<file path="src/rtl/exmem_stage.sv">
// EX/MEM pipeline register and memory-stage controller: data-cache request/dhit
// handshake, pipeline stall, LL/SC link register and the MEM/WB latch.
module exmem_stage #(
    parameter int WORD_W   = 32,
    parameter int REG_W    = 5,
    parameter int LINK_LSB = 2
) (
    input  logic              CLK,
    input  logic              nRST,
    input  logic              writeEN,
    input  logic              flush,
    input  logic [WORD_W-1:0] alu_in,
    input  logic [WORD_W-1:0] store_in,
    input  logic              dMemREN_in,
    input  logic              dMemWEN_in,
    input  logic              Atomic_in,
    input  logic              MemToReg_in,
    input  logic              regWEN_in,
    input  logic [REG_W-1:0]  writeReg_in,
    input  logic              Halt_in,
    input  logic [WORD_W-1:0] pcplus4_in,
    input  logic              dhit,
    input  logic [WORD_W-1:0] dmemload,
    input  logic              snoop_inv,
    input  logic [WORD_W-1:0] snoop_addr,
    output logic              dmemREN,
    output logic              dmemWEN,
    output logic [WORD_W-1:0] dmemaddr,
    output logic [WORD_W-1:0] dmemstore,
    output logic              mem_stall,
    output logic [WORD_W-1:0] wb_wdat,
    output logic              wb_regWEN,
    output logic [REG_W-1:0]  wb_writeReg,
    output logic [WORD_W-1:0] wb_pcplus4,
    output logic              halted
);

    typedef enum logic [1:0] {ST_RUN, ST_WAIT, ST_HALTED} state_e;

    typedef struct packed {
        logic              ren;
        logic              wen;
        logic              atomic;
        logic              memtoreg;
        logic              regwen;
        logic [REG_W-1:0]  write_reg;
        logic              halt;
        logic [WORD_W-1:0] alu;
        logic [WORD_W-1:0] store;
        logic [WORD_W-1:0] pcplus4;
    } mreg_t;

    typedef struct packed {
        logic [WORD_W-1:0] wdat;
        logic              regwen;
        logic [REG_W-1:0]  write_reg;
        logic [WORD_W-1:0] pcplus4;
    } wbreg_t;

    state_e            state_q, state_d;
    mreg_t             m_q, m_d, ex;
    wbreg_t            wb_q, wb_d;
    logic              link_valid_q, link_valid_d;
    logic [WORD_W-1:0] link_addr_q, link_addr_d;

    logic halted_st, snoop_match, sc_ok, is_sc;

    function automatic logic same_word(input logic [WORD_W-1:0] a, input logic [WORD_W-1:0] b);
        return a[WORD_W-1:LINK_LSB] == b[WORD_W-1:LINK_LSB];
    endfunction

    assign ex = '{ren: dMemREN_in, wen: dMemWEN_in, atomic: Atomic_in,
                  memtoreg: MemToReg_in, regwen: regWEN_in, write_reg: writeReg_in,
                  halt: Halt_in, alu: alu_in, store: store_in, pcplus4: pcplus4_in};

    assign halted_st   = (state_q == ST_HALTED);
    assign snoop_match = snoop_inv && same_word(snoop_addr, link_addr_q);
    // An invalidation landing in the same cycle as the SC already defeats it.
    assign sc_ok       = link_valid_q && same_word(link_addr_q, m_q.alu) && !snoop_match;
    assign is_sc       = m_q.wen && m_q.atomic;

    assign dmemREN   = m_q.ren && !halted_st;
    assign dmemWEN   = m_q.wen && (!m_q.atomic || sc_ok) && !halted_st;
    assign dmemaddr  = m_q.alu;
    assign dmemstore = m_q.store;
    assign mem_stall = (dmemREN || dmemWEN) && !dhit;

    assign wb_wdat     = wb_q.wdat;
    assign wb_regWEN   = wb_q.regwen;
    assign wb_writeReg = wb_q.write_reg;
    assign wb_pcplus4  = wb_q.pcplus4;
    assign halted      = halted_st;

    always_comb begin
        // NOTE: every combinational output gets a default first so no path leaves it unassigned (no latch).
        state_d      = state_q;
        m_d          = '0;
        wb_d         = '0;
        link_valid_d = link_valid_q;
        link_addr_d  = link_addr_q;

        unique case (state_q)
            ST_RUN, ST_WAIT: begin
                if (m_q.halt && !mem_stall) state_d = ST_HALTED;
                else if (mem_stall)         state_d = ST_WAIT;
                else                        state_d = ST_RUN;
            end
            default: state_d = ST_HALTED;
        endcase

        if (mem_stall)    m_d = m_q;
        else if (flush)   m_d = '0;
        else if (writeEN) m_d = ex;

        if (!mem_stall && !halted_st) begin
            wb_d.regwen    = m_q.regwen;
            wb_d.write_reg = m_q.write_reg;
            wb_d.pcplus4   = m_q.pcplus4;
            if (is_sc)              wb_d.wdat = {{(WORD_W-1){1'b0}}, sc_ok};
            else if (m_q.memtoreg)  wb_d.wdat = dmemload;
            else                    wb_d.wdat = m_q.alu;
        end

        // Clears first, then an LL completion so it wins over a same-edge snoop.
        if (snoop_match) link_valid_d = 1'b0;
        if (!mem_stall && !halted_st) begin
            if (is_sc) link_valid_d = 1'b0;
            if (dmemWEN && !m_q.atomic && same_word(m_q.alu, link_addr_q)) link_valid_d = 1'b0;
            if (dmemREN && m_q.atomic) begin
                link_valid_d = 1'b1;
                link_addr_d  = m_q.alu;
            end
        end
    end

    // NOTE: sequential state uses non-blocking assignments so all registers update from pre-edge values.
    always_ff @(posedge CLK or negedge nRST) begin
        if (!nRST) begin
            state_q      <= ST_RUN;
            m_q          <= '0;
            wb_q         <= '0;
            link_valid_q <= 1'b0;
            link_addr_q  <= '0;
        end else begin
            state_q      <= state_d;
            m_q          <= m_d;
            wb_q         <= wb_d;
            link_valid_q <= link_valid_d;
            link_addr_q  <= link_addr_d;
        end
    end

endmodule
</file>
<file path="config.mk">
export PLATFORM = sky130hd
export DESIGN_NAME = exmem_stage
export DESIGN_NICKNAME = d
export VERILOG_FILES = /design/src/rtl/exmem_stage.sv
export SDC_FILE = /design/constraint.sdc
export NUM_CORES = 1
export LEC_CHECK = 0
export ABC_AREA = 1
export CAP_MARGIN = 20
export CELL_PAD_IN_SITES_DETAIL_PLACEMENT = 0
export CELL_PAD_IN_SITES_GLOBAL_PLACEMENT = 1
export CORE_MARGIN = 2
export CORE_UTILIZATION = 33
export CTS_CLUSTER_DIAMETER = 150
export DETAILED_ROUTE_END_ITERATION = 10
export HOLD_SLACK_MARGIN = 0.15
export PLACE_DENSITY = 0.76
export SYNTH_ARGS = -nofsm -noshare
export SYNTH_HDL_FRONTEND = slang
export SYNTH_SLANG_ARGS = --single-unit
</file>
<file path="constraint.sdc">
create_clock -name CLK -period 2.73 [get_ports CLK]
set_input_delay 0.6825 -clock CLK [delete_from_list [all_inputs] [get_ports CLK]]
set_output_delay 0.6825 -clock CLK [all_outputs]
set_load 0.03 [all_outputs]
</file>
==> flow_summary.toml <==
[clocking]
cts_tree = "built"
cts-root-buf = "clkbuf_16"
cts-htree-levels = 1
clk_pin_slew_ns = 0.06
clockBufferDepth = 3
insertion_delay_ns = 0.54
cts.sinks = 210
cts_buffers = 25

[final_layout]
layout.nets = 1627
layout_common_cells = "408 x nand2_1, 280 x clkdlybuf4s50_1, 203 x dfrtp_1, 111 x nand3_1, 105 x inv_1"
mostFrequentLayoutCell = "nand2_1"
regArea_sq_um = 5264
syn2layout_area_growth_pct = 43.11
drive_above_1_share_pct = 10.14
fillers = 2831
finish.utilization_pct = 48.11
multiInputGateArea_sq_um = 3293

[synth]
seq_area_frac_synth_pct = 54.17
synth_fp_nets = 1361
syn_area_sq_um = 9702
ys_ff_latch = 210
syn_inst = 1184
synth_cell_type_count = 26
yosys_warnings = 0
avgSynthCellArea_sq_um = 8.194

[hold_path]
hold_path_class = "reg -> reg"

[die]
core_area_sq_um = 28860
ioPinCount = 315
die_area_sq_um = 30790
die_h_microns = 175.5
initial_core_util_pct = 33.62
rows = 62
die_x_microns = 175.5

[global_route]
grt_pass1_vias = 8195
grt_max_degree = 89
track_usage_pct = 19.20
antenna_found_initial = 1
grt_first_pass_wirelength_mm = 46.42
grt_overflow = 0

[drt]
drc = 0
antenna_left = 0
via_per_inst = 4.440
num_vias = 8232
drt_iter0_drc = 444
post_drt_wl_per_cell_microns = 15.89
first_pass_iters = 4
totalWireLength_mm = 29.45

[run_status]
violations = "setup timing"
status = "complete, but fails checks"

[timing]
max_slew_margin_pct = 58.35
rsz0062_at_grt = "yes"
worst_pin_slew_ns = 0.6248
slew_violations = 0
max_freq_mhz = 341.7
finalHoldViolCount = 0
finalSetupViolations = 2
post-route-period-util_pct = 107.2
min_period_ns = 2.926
skew_ns = 0.02281
layout_setup_ws_ns = -0.1962

[worst_setup_path]
r2r_start = "dmemaddr[22]"
crit_cells = 15
endpoint = "mem_stall"
crit_type = "reg -> out"
crit_chain = "inv_1, nand2_1, nand2_1, nor2_1, nand2_1, nor2_1, nand2_1, nor2_2, nand3_2, nand2_2, nand2_2, nand2_2, nand2_4, inv_4, buf_8"
reg2reg_depth = 18
ff2ff_setup_slack_ns = 0.26
path_common_cell = "nand2_1"
startpoint_type = "flop"
critical_path_arrival_ns = 2.24
crit_family = "simple AND/OR/NAND/NOR gates"
startpoint = "dmemaddr[22]"
path_buf_inv = 3
timing.rr.end = "m_q[7]"
endpoint_kind = "output pin"
slowest_stage = "dfrtp_2"
required_ns = 2.05
critPathMaxStageDelay_ns = 0.41
critPathMaxFanout = 3

[placed_design]
port_buffers = 312
routabilityCongestion = 0.7951
pre_cts_ws_ns = -0.4618
dp_hpwl_mm = 20.67

[job]
maxCapViolCount = 0

[power_and_ir_drop]
total_leakage_power_nw = 6.773
power_density_nw_per_um2 = 526.4
peakVddDrop_mv = 0.4523
-- worst min path at each step --
stage | startpoint | endpoint | slack (ns) | depth (start not counted)
2_1_floorplan | nRST | dmemaddr[0] | 0.39 | 0
3_3_place_gp | state_q[1] | state_q[0] | 0.41 | 1
3_5_place_dp | state_q[1] | state_q[0] | 0.43 | 1
4_1_cts | state_q[1] | state_q[0] | 0.44 | 1
5_1_grt | state_q[1] | state_q[0] | 0.48 | 1
6_report | state_q[1] | state_q[0] | 0.44 | 1
-- routing by layer --
layer | vias up | share of wire [%] | track usage [%]
met5 | - | 0 | 0
met4 | 0 | 2.4 | 4.408
met3 | 36 | 9.2 | 6.602
met2 | 265 | 45 | 30.07
met1 | 3824 | 44 | 25.71
li1 | 4107 | - | -
-- flip-flops by register name (all words and copies together) (netlist names) --
signal	flops
wb_writeReg	5
wb_regWEN	1
wb_pcplus4	32
link_valid_q	1
dmemstore	32
wb_wdat	32
state_q	2
link_addr_q	30
m_q	43
dmemaddr	32
-- report_power, final --
group | internal [W] | switching (W)
registers | 0.00317 | 0.0000458
logic | 0.000381 | 0.000361
clock network | 0.00195 | 0.00139
total | 0.00551 | 0.00180
-- synthesized netlist by cell type (all sizes together) --
cell,instances,share of area (%)
nand4,3,0.19
clkbuf,24,0.93
a21boi,2,0.15
or2,2,0.13
xor2,2,0.18
nand2,423,17
o211ai,30,2.3
buf,96,7.2
o21a,1,0.077
a21oi,1,0.052
o21ai,32,1.7
nand3,113,5.8
inv,121,4.7
nor2,107,4.2
xnor2,17,1.5
dfrtp,210,54
-- area by class of cell --
class                      count  area share [%]
sequential                   210           37.91
inverter                     121           3.289
antenna                        1         0.01802
multi-input combinational    733           23.72
timing repair buffer         359           25.62
clock buffer                  34           5.182
tap                          384           3.460
clock inverter                12          0.8020
-- metrics by stage --
stage | hold slack [ns] | total power (W) | std cells | cell area (sq um) | setup TNS [ns]
final | 0.4364 | 0.007309 | 1854 | 13880 | -0.2993
after global routing | 0.4837 | 0.007613 | 1853 | 13880 | -0.6236
after CTS | 0.4440 | 0.007413 | 1843 | 13800 | -0.3104
after detailed placement | 0.4255 | 0.004018 | 1783 | 12810 | -44.62
after global placement | 0.4141 | 0.004015 | 1783 | 12810 | -44.43
after floorplan | 0.3869 | 0.003581 | 1184 | 9702 | 0
-- repair_timing --
action	4_1_cts	5_1_grt
hold buffers	1	0
endpoints found under the hold margin	12	0
buffers inserted	13	10
gates cloned	0	0
pin swaps	41	15
resized for setup	54	8
endpoints found under the setup margin	3	83
-- kinds of logic after synthesis --
group,Yosys count,share of synthesized area (%)
compound gates,66,4.256
flops,210,54.17
xor+xnor,19,1.715
buf+inv,241,12.79
simple gates,648,27.07
Note: power is estimated with default switching activity, not from simulation.
